$ cat src/rtl/wb_timeout_bridge.sv
// Registered Wishbone bridge that ends any access the slave never acks with an error.
// Optional status counters are enabled with `define WB_TIMEOUT_STATUS_EN.
module wb_timeout_bridge #(
  parameter int unsigned TIMEOUT_CYCLES = 255,
  parameter logic [31:0] ERR_DATA       = 32'hDEADBEEF
) (
  input  logic        clk,
  input  logic        rst,
  input  logic [31:0] m_adr_i,
  input  logic [31:0] m_dat_i,
  output logic [31:0] m_dat_o,
  input  logic        m_we_i,
  input  logic [3:0]  m_sel_i,
  input  logic        m_stb_i,
  input  logic        m_cyc_i,
  output logic        m_ack_o,
  output logic        m_err_o,
  output logic [31:0] s_adr_o,
  output logic [31:0] s_dat_o,
  input  logic [31:0] s_dat_i,
  output logic        s_we_o,
  output logic [3:0]  s_sel_o,
  output logic        s_stb_o,
  output logic        s_cyc_o,
  input  logic        s_ack_i,
  output logic [15:0] to_count_o,
  output logic [31:0] to_last_adr_o
);

  localparam int unsigned   TW    = $clog2(TIMEOUT_CYCLES + 1);
  localparam logic [TW-1:0] TLAST = TW'(TIMEOUT_CYCLES - 1);

  typedef enum logic [1:0] {IDLE, BUSY, RESP} state_e;

  state_e          state_q, state_d;
  logic [31:0]     adr_q, adr_d, dat_q, dat_d, rdat_q, rdat_d;
  logic            we_q, we_d, err_q, err_d;
  logic [3:0]      sel_q, sel_d;
  logic [TW-1:0]   timer_q, timer_d;
  logic            timer_last;
  logic            to_hit;

  assign timer_last = (timer_q == TLAST);
  // A real timeout only: master still present and the slave did not ack this cycle.
  assign to_hit     = (state_q == BUSY) && m_cyc_i && !s_ack_i && timer_last;

  always_ff @(posedge clk) begin
    if (rst) state_q <= IDLE;
    else     state_q <= state_d;
  end

  always_comb begin
    state_d = state_q;
    case (state_q)
      IDLE: if (m_cyc_i && m_stb_i) state_d = BUSY;
      BUSY: begin
        if (!m_cyc_i)                   state_d = IDLE;
        else if (s_ack_i || timer_last) state_d = RESP;
      end
      RESP:    state_d = IDLE;
      default: state_d = IDLE;
    endcase
  end

  always_comb begin
    s_cyc_o = (state_q == BUSY);
    s_stb_o = (state_q == BUSY);
    m_ack_o = (state_q == RESP) && !err_q;
    m_err_o = (state_q == RESP) && err_q;
  end

  always_comb begin
    adr_d   = adr_q;
    dat_d   = dat_q;
    we_d    = we_q;
    sel_d   = sel_q;
    rdat_d  = rdat_q;
    err_d   = err_q;
    timer_d = timer_q;
    case (state_q)
      IDLE: begin
        if (m_cyc_i && m_stb_i) begin
          adr_d   = m_adr_i;
          dat_d   = m_dat_i;
          we_d    = m_we_i;
          sel_d   = m_sel_i;
          timer_d = '0;
        end
      end
      BUSY: begin
        timer_d = timer_q + TW'(1);
        if (m_cyc_i && s_ack_i) begin
          rdat_d = s_dat_i;
          err_d  = 1'b0;
        end else if (to_hit) begin
          rdat_d = ERR_DATA;
          err_d  = 1'b1;
        end
      end
      default: ;
    endcase
  end

  always_ff @(posedge clk) begin
    if (rst) begin
      adr_q   <= '0;
      dat_q   <= '0;
      we_q    <= 1'b0;
      sel_q   <= '0;
      rdat_q  <= '0;
      err_q   <= 1'b0;
      timer_q <= '0;
    end else begin
      adr_q   <= adr_d;
      dat_q   <= dat_d;
      we_q    <= we_d;
      sel_q   <= sel_d;
      rdat_q  <= rdat_d;
      err_q   <= err_d;
      timer_q <= timer_d;
    end
  end

  assign s_adr_o = adr_q;
  assign s_dat_o = dat_q;
  assign s_we_o  = we_q;
  assign s_sel_o = sel_q;
  assign m_dat_o = rdat_q;

`ifdef WB_TIMEOUT_STATUS_EN
  logic [15:0] to_count_q, to_count_d;
  logic [31:0] to_last_q, to_last_d;

  always_comb begin
    to_count_d = to_count_q;
    to_last_d  = to_last_q;
    if (to_hit) begin
      to_last_d = adr_q;
      if (to_count_q != 16'hFFFF) to_count_d = to_count_q + 16'd1;
    end
  end

  always_ff @(posedge clk) begin
    if (rst) begin
      to_count_q <= '0;
      to_last_q  <= '0;
    end else begin
      to_count_q <= to_count_d;
      to_last_q  <= to_last_d;
    end
  end

  assign to_count_o    = to_count_q;
  assign to_last_adr_o = to_last_q;
`else
  assign to_count_o    = 16'h0000;
  assign to_last_adr_o = 32'h0000_0000;
`endif

endmodule

$ cat config.mk
export PLATFORM = sky130hd
export DESIGN_NAME = wb_timeout_bridge
export DESIGN_NICKNAME = d
export VERILOG_FILES = /design/src/rtl/wb_timeout_bridge.sv
export SDC_FILE = /design/constraint.sdc
export NUM_CORES = 1
export LEC_CHECK = 0
export ABC_CLOCK_PERIOD_IN_PS = 3320
export CAP_MARGIN = 20
export CORE_UTILIZATION = 43
export CTS_BUF_LIST = sky130_fd_sc_hd__clkbuf_4
export CTS_CLUSTER_DIAMETER = 120
export DETAILED_ROUTE_END_ITERATION = 8
export HOLD_SLACK_MARGIN = 0.1
export PLACE_DENSITY_LB_ADDON = 0.1
export SYNTH_ARGS = -nofsm -noshare
export SYNTH_HDL_FRONTEND = slang
export SYNTH_SLANG_ARGS = --single-unit
$ cat constraint.sdc
create_clock -name clk -period 3.32 [get_ports clk]
set_clock_uncertainty 0.2 [all_clocks]
set_input_delay 0.664 -clock clk [delete_from_list [all_inputs] [get_ports clk]]
set_output_delay 0.664 -clock clk [all_outputs]
set_load 0.01 [all_outputs]
==> results.ini <==
[global_routing]
grt_pass1_wl_mm = 19.3
grt-ovfl-total = 0
grt_max_degree = 88
grt_pass1_vias = 3997
grtUsageTotal_pct = 21.0
antenna_found_initial = 1

[yosys]
yosysTopAreaCellShare_pct = 47.4
synth_edf_count = 0
synth.avg_cell_area_um2 = 8.40
syn_area_um2 = 4730
synthCells = 563
ys_types = 39
ys.flop_type = dfxtp_1
async_flop_share_pct = 0
ys_seq_area_share_pct = 47.4
synth.most_common_cell = nand2_1
synth_top_cell_by_area = dfxtp_1
synthTopCellsByArea = dfxtp_1 (47%), nand2_1 (11%), a21oi_1 (9.2%)
synth-seq-cells = 112
synth_top_cells_by_count = nand2_1 (142), dfxtp_1 (112), a21oi_1 (87)
ys_warn_count = 0

[clock_tree]
clockBufferDepth = 2
clock_latency_ns = 0.44
htree_levels = 3
numCtsBuffers = 9
cts_tree = done
postCtsHoldBufs = 0
clk_root_buffer_cell = clkbuf_4
cts_setup_buffers = 0
cts_resized = 0
cts.sink_count = 112
clk_pin_slew_ns = 0.16

[final_layout]
drive_above_1_share_pct = 6.28
layout.nets = 852
fin_cells = 885
fin_util_pct = 65.0
num-fill-cells = 929
syn2layout_area_growth_pct = 44.5
insertedDiodeCount = 0

[routing]
dr_total_vias = 4344
wl_mm = 12.4
avgViaCountPerCell = 4.91
routedWlPerCell_um = 14.0
drt_iter0_drc = 254
dr.pass1.iters = 4
drtAntennaViolNets = 0
drcViolationCount = 0

[sta]
tightest_slew_ns = 0.901
final_max_slew_viol_count = 0
period_needed_ns = 2.88
timing.hold.ws_ns = 0.264
finalSetupViolations = 0
finalCritPeriodShare_pct = 86.8
timing.fmax_mhz = 347
rsz0062_at_grt = no
max_slew_margin_pct = 39.9
hold_violations = 0
finalSetupTns_ns = 0

[power_and_ir_drop]
pwr-share-comb_pct = 17.1
p_int_w = 0.00187
p_leak_nw = 2.43
sequentialPowerShare_pct = 56.3
powerDensity_nw_per_um2 = 370
power_switching_w = 0.000654
clockPowerShare_pct = 26.6
ir_worst_vdd_mv = 0.216
swShare_pct = 25.9

[worst_setup_path]
slowest_stage = clkdlybuf4s50_1
crit_chain = nand2b_1 > inv_1 > clkdlybuf4s50_1
regToRegSetupSlack_ns = 1.32
max_stage_delay_ns = 0.59
worstPathRequired_ns = 2.46
crit_arrival_ns = 2.02
path_class = register to primary output
end_kind = primary output
worstPathMaxFanout = 11
cp-start-kind = register

[placed_design]
place.gp.congestion = 0.744
dpl.hpwl_mm = 8.77
io_buffers = 210
dp_cells = 869

[job]
cap_viol_max_count = 0

[floorplanning]
ioPinCount = 259
rows = 37
die_w_um = 107
start_util_pct = 45.0
core_area_um2 = 10500
die_h_um = 107
fp.dieArea_um2 = 11400

[outcome]
status = finished, final reports clean

[hold_path]
hold_path_class = register to register

==> worst paths after layout <==
| path | startpoint | endpoint | cells past startpoint |
|---|---|---|---|
| min | s_dat_o[31] | s_dat_o[31] | 2 |
| max | state_q[0] | s_stb_o | 3 |
| min reg2reg | s_dat_o[31] | s_dat_o[31] | 2 |
| max reg2reg | timer_q[3] | state_q[0] | 4 |
==> cell type report <==
cell class	instances	area (um^2)	share of cell area, %
sequential	112	2240	32.8
timing repair buffer	217	2170	31.8
multi-input combinational	398	2080	30.5
tap	136	170	2.49
clock buffer	10	75.1	1.10
clock inverter	6	65.1	0.952
inverter	6	22.5	0.330
==> cells by family after synthesis <==
kind of cell               after synthesis  synth area share [%]
AOI/OAI and AO/OA                      158                  22.1
and+or+nand+nor                        190                  16.9
DFF                                    112                  47.4
adders and majority gates                2                 0.529
buffers and inverters                  100                  12.9
other                                    1                0.0793
==> worst max-delay path: cells and delay by family (launching register included) <==
family / cells / cell delay, ns
DFF: 1 / 0.58
and+or+nand+nor: 1 / 0.19
buffers and inverters: 2 / 0.82
==> routing by layer <==
metal | track usage, % | up-vias | routed length [um]
li1 | - | 2185 | -
met1 | 24.9 | 1968 | 5090
met2 | 36.5 | 178 | 6160
met3 | 6.75 | 11 | 963
met4 | 5.48 | 2 | 139
met5 | 0 | - | 12
==> registers in the layout, indices dropped and copies added, names as in the netlist <==
| name | cells |
|---|---|
| s_sel_o | 4 |
| state_q | 2 |
| timer_q | 8 |
| err_q | 1 |
| m_dat_o | 32 |
| s_we_o | 1 |
| s_dat_o | 32 |
| s_adr_o | 32 |
==> metrics by stage <==
| stage | total power [W] | setup WS, ns | instance area (um^2) |
|---|---|---|---|
| after floorplan | 0.00167 | 1.47 | 4910 |
| after global placement | 0.00187 | 0.608 | 6690 |
| after detailed placement | 0.00188 | 0.570 | 6690 |
| after CTS | 0.00256 | 0.400 | 6830 |
| after global routing | 0.00265 | 0.280 | 6830 |
| final | 0.00253 | 0.437 | 6830 |
==> power groups by stage <==
stage | clock, W | sequential [W] | combinational (W)
floorplan | 0 | 0.00147 | 0.000200
detailed placement | 0 | 0.00145 | 0.000432
CTS | 0.000702 | 0.00142 | 0.000434
global placement | 0 | 0.00145 | 0.000426
global route | 0.000749 | 0.00143 | 0.000470
finish | 0.000672 | 0.00142 | 0.000431
==> cells in the final DEF, fill, tap and decap left out, types with 2 or more instances in the layout <==
cell type        count
and3b_1              2
o211ai_1             3
conb_1              48
a21oi_1             87
clkinv_1             2
o311ai_0             9
ha_1                 2
nand3_1              4
nand3b_1             2
o221ai_1            24
dfxtp_1            112
a22oi_1              8
nand2_1            142
nand4b_1             2
or3_1                4
nor2_1              24
inv_6                2
buf_12               2
a21oi_2             20
clkdlybuf4s50_1    209
buf_4                5
inv_1                5
nand2b_1             2
clkbuf_4            10
Power figures use the tool's default switching activity.
==> RTL change 1 (same flow settings) <==
Build with the macro `WB_TIMEOUT_STATUS_EN` defined.
--- a/src/rtl/wb_timeout_bridge.sv
+++ b/src/rtl/wb_timeout_bridge.sv
@@ -1,4 +1,6 @@
 // Registered Wishbone bridge that ends any access the slave never acks with an error.
 // Optional status counters are enabled with `define WB_TIMEOUT_STATUS_EN.
+`define WB_TIMEOUT_STATUS_EN
+
 module wb_timeout_bridge #(
   parameter int unsigned TIMEOUT_CYCLES = 255,
Behaviour: same outputs for any inputs over 10 cycles, from zero or initial values and one cycle with rst high; that may be too few to reach the edited logic, so the function may still have changed.
==> RTL change 1 against the original RTL <==
Power up 42%. Wire length grew 29%. Sequential cell count up 48. Design area rose by 31%. Fmax grew 3.8%. Synthesized area rose by 24%. Critical path type unchanged. Worst setup slack improved by 0.11 ns. Worst hold slack lost 0.0070 ns.
==> RTL change 1: results (changes against the original RTL) <==
- Status: complete, no violations (unchanged)
- Vias in the first global route: 5346 (was 3997)
- Clk pin slew, worst setup/hold paths: 0.12 ns (was 0.16 ns)
- Mux cell area share after synthesis: 0.363% (was 0%)
- GPL Wtd Cong: 0.795 (was 0.744)
- Compound-cell area share of the yosys netlist: 11.4% (was 22.1%)
- Peak supply drop: 535 µV (was 216 µV)
- Critical path data arrival time: 1.91 ns (was 2.02 ns)
- Switching Fraction: 23.7% (was 25.9%)
- Drt wl/cell: 13.7 µm (was 14.0 µm)
- Num CTS Buffers: 17 (was 9)
- Clk_lat worst skew: 0.54 ns (was 0.44 ns)
- H-tree depth: 4 (was 3)
- I/O Buffers: 258 (was 210)
- Crit path capture: s_cyc_o (was s_stb_o)
- Synth cell types: 38 (was 39)
- Synth top area cells: dfxtp_1, nand2_1, a21oi_1 (unchanged)
- Post-DP Area: 0.00864 mm² (was 0.00669 mm²)
- Layout cells sized above 1: 5.04% (was 6.28%)
- First-pass GRT wire length: 26300 µm (was 19300 µm)
- Total Routing Usage GR: 23.3% (was 21.0%)
- Leakage: 3.08 nW (was 2.43 nW)
- Largest stage delay on the critical path: 0.52 ns (was 0.59 ns)
- Reg-to-reg endpoint: to_count_o[15] (was state_q[0])
- Largest net degree at the start of global routing: 89 (was 88)
-- RTL change 1: cells by family after synthesis --
kind of cell | Yosys count
AND/OR/NAND/NOR | 379
multiplexers | 2
buffers and inverters | 55
flip-flops | 160
adder cells (fa/ha/maj) | 3
XOR/XNOR | 13
AO/OA/AOI/OAI | 129
-- RTL change 1: power groups by stage --
stage / Clock, mW / Combinational (mW) / Sequential (mW)
finish: 1.17 / 0.410 / 2.00
global route: 1.31 / 0.444 / 2.01
CTS: 1.22 / 0.412 / 2.00
detailed placement: 0 / 0.410 / 2.04
global placement: 0 / 0.408 / 2.04
floorplan: 0 / 0.122 / 2.06
-- RTL change 1: how the worst min path moves through the flow --
stage / start / end / slack (ns) / cells past startpoint
final: m_dat_o[20] / m_dat_o[20] / 0.26 / 2
after global routing: to_last_adr_o[30] / to_last_adr_o[30] / 0.28 / 2
after CTS: m_dat_o[8] / m_dat_o[8] / 0.26 / 2
after detailed placement: m_dat_o[24] / m_dat_o[24] / 0.24 / 2
after global placement: m_dat_o[24] / m_dat_o[24] / 0.24 / 2
after floorplan: err_q / err_q / 0.27 / 2
-- RTL change 1: cell type report --
cell class,count,area (µm²),area share [%]
multi-input combinational,526,2450,27.4
clock inverter,12,144,1.61
timing repair buffer,273,2760,30.9
tap,176,220,2.47
sequential,160,3200,35.9
inverter,3,11.3,0.126
antenna,1,2.50,0.0280
clock buffer,19,143,1.60
-- RTL change 1: critical path, delay by kind of cell, from the launching register on --
kind,cells,cell delay (ns)
buffers and inverters,2,0.70
flip-flops,1,0.41
AND/OR/NAND/NOR,1,0.26
-- RTL change 1: layer usage --
metal	up-vias	track usage [%]	wire length [µm]
li1	2926	-	-
met1	2581	29.0	7030
met2	203	36.3	7250
met3	13	9.17	1460
met4	0	8.23	265
met5	-	0	0
-- RTL change 1: through the flow --
stage          setup WS [ns]  utilization (%)  total power [mW]
2_1_floorplan           1.07                -              2.18
3_3_place_gp           0.521             65.2              2.45
3_5_place_dp           0.522             65.2              2.45
4_1_cts                0.510             67.4              3.63
5_1_grt                0.409             67.4              3.76
6_report               0.544             67.4              3.58
==> RTL change 2 (same settings) <==
Without the edit above. `adr_q`, `dat_q` and `rdat_q` no longer have a reset.
--- a/src/rtl/wb_timeout_bridge.sv
+++ b/src/rtl/wb_timeout_bridge.sv
@@ -104,20 +104,20 @@
   always_ff @(posedge clk) begin
     if (rst) begin
-      adr_q   <= '0;
-      dat_q   <= '0;
       we_q    <= 1'b0;
       sel_q   <= '0;
-      rdat_q  <= '0;
       err_q   <= 1'b0;
       timer_q <= '0;
     end else begin
-      adr_q   <= adr_d;
-      dat_q   <= dat_d;
       we_q    <= we_d;
       sel_q   <= sel_d;
-      rdat_q  <= rdat_d;
       err_q   <= err_d;
       timer_q <= timer_d;
     end
+  end
+
+  always_ff @(posedge clk) begin
+    adr_q  <= adr_d;
+    dat_q  <= dat_d;
+    rdat_q <= rdat_d;
   end
 
Behaviour: not the same (a bounded check fails within 4 cycles, from zero or initial values and one cycle with rst high).
==> RTL change 2 against the original RTL <==
Sequential cell count stayed put. Critical endpoint unchanged. Combinational power fell by 25%. Worst setup slack gained 0.20 ns. Wire length fell by 17%. Power increased by 2.8%. Critical path depth did not move. Synthesized area decreased by 11%. Clock power is 2% higher. Register-to-register slack worse by 0.03 ns. Design area shrank 5.4%. Sequential share of layout area rose by 17 points. Count of clock-buffer cells in the layout down 1.
==> RTL change 2: results (changes against the original RTL) <==
- DR iter-0 viols: 99 (was 254)
- Post-DP Area: 0.00632 mm² (was 0.00669 mm²)
- Post-synthesis sequential area ratio: 76.0% (was 47.4%)
- N_diodes: 0 (unchanged)
- Synth top area cells: edfxtp_1, buf_4, dfxtp_1 (was dfxtp_1, nand2_1, a21oi_1)
- Largest net degree at the start of global routing: 38 (was 88)
- Largest stage delay on the critical path: 0.56 ns (was 0.59 ns)
- Compound-cell area share of the yosys netlist: 3.50% (was 22.1%)
- Layout cells sized above 1: 9.78% (was 6.28%)
- Top post-synthesis cells by count: edfxtp_1, buf_4, or2_2 (was nand2_1, dfxtp_1, a21oi_1)
- Drt wl/cell: 16.5 µm (was 14.0 µm)
- Initial antenna violation count: 0 (was 1)
- Post-route design area: 0.00646 mm² (was 0.00683 mm²)
- Leakage: 2.34 nW (was 2.43 nW)
- Peak supply drop: 177 µV (was 216 µV)
- Post-synthesis adder-cell area fraction: 0.594% (was 0.529%)
- Place WS: 0.615 ns (was 0.570 ns)
- Non-Filler Instances: 620 (was 885)
- First-pass GRT wire length: 14600 µm (was 19300 µm)
- Post-Place Cells: 604 (was 869)
- Setup bufs post-CTS: 0 (unchanged)
- Vias in the first global route: 2575 (was 3997)
- Clk pin slew, worst setup/hold paths: 0.18 ns (was 0.16 ns)
- Nets@finish: 594 (was 852)
- Filler cell count: 722 (was 929)
- Syn Inst Count: 270 (was 563)
- Worst slew pin tran: 0.616 ns (was 0.901 ns)
- Synth cell types: 35 (was 39)
- Max FO, Critical Path: 7 (was 11)
- Clk_lat worst skew: 0.44 ns (about the same)
- GPL Wtd Cong: 0.747 (was 0.744)
- Total Routing Usage GR: 19.7% (was 21.0%)
- Detailed Place HPWL: 7860 µm (was 8770 µm)
- Synth Area in XOR/XNOR: 0% (unchanged)
- Via Count: 2815 (was 4344)
- EDFF count, synth: 96 (was 0)
- Status: complete, no violations (unchanged)
-- RTL change 2: cell count changes in the layout (fill, tap and decap cells not counted), sizes merged, moves of 22 or more --
| cell | before | now |
|---|---|---|
| dfxtp | 112 | 16 |
| nor2 | 24 | 2 |
| a21oi | 107 | 11 |
| o221ai | 24 | 0 |
| edfxtp | 0 | 96 |
| nand2 | 142 | 15 |
| or2 | 0 | 24 |
-- RTL change 2: layer usage --
layer / vias up / track usage [%] / wire length (µm) / share of wire, %
met5: - / 0 / 0 / 0
met3: 13 / 5.62 / 877 / 8.6
met1: 1354 / 22.5 / 3750 / 37
met2: 140 / 35.2 / 5440 / 53
met4: 0 / 7.25 / 193 / 1.9
li1: 1308 / - / - / -
-- RTL change 2: area by class of cell --
| type | instances | area share, % |
|---|---|---|
| tap | 129 | 2.50 |
| clock inverter | 7 | 1.22 |
| multi-input combinational | 142 | 11.9 |
| timing repair buffer | 214 | 33.4 |
| clock buffer | 9 | 1.05 |
| sequential | 112 | 49.6 |
| inverter | 7 | 0.407 |
-- RTL change 2: power breakdown --
| group | internal [mW] | total [mW] | switching [mW] | leakage, nW |
|---|---|---|---|---|
| clock network | 0.240 | 0.684 | 0.444 | 0.0765 |
| logic | 0.194 | 0.322 | 0.127 | 1.23 |
| registers | 1.58 | 1.59 | 0.0136 | 1.04 |
| total | 2.01 | 2.60 | 0.585 | 2.34 |
-- RTL change 2: final timing paths --
check	from	end	slack, ns	cells after the start
worst max-delay path	state_q[0]	s_stb_o	0.64	3
worst min-delay path	s_sel_o[2]	s_sel_o[2]	0.27	2
worst max register to register	timer_q[3]	m_dat_o[26]	1.29	4
worst min register to register	s_sel_o[2]	s_sel_o[2]	0.27	2
-- RTL change 2: worst register-to-register path, delay by kind of cell, from the launching register on --
family          cells  cell delay [ns]
compound gates      1             0.36
flops               1             0.46
buf+inv             1             0.38
simple gates        2             0.29
-- RTL change 2: cell families (layout without fill, tap and decap cells) --
logic type | after synthesis | in the layout
AOI/OAI and AO/OA | 22 | 22
adders and majority gates | 2 | 2
buffers and inverters | 63 | 237
DFF | 112 | 112
other | 1 | 48
and+or+nand+nor | 70 | 70
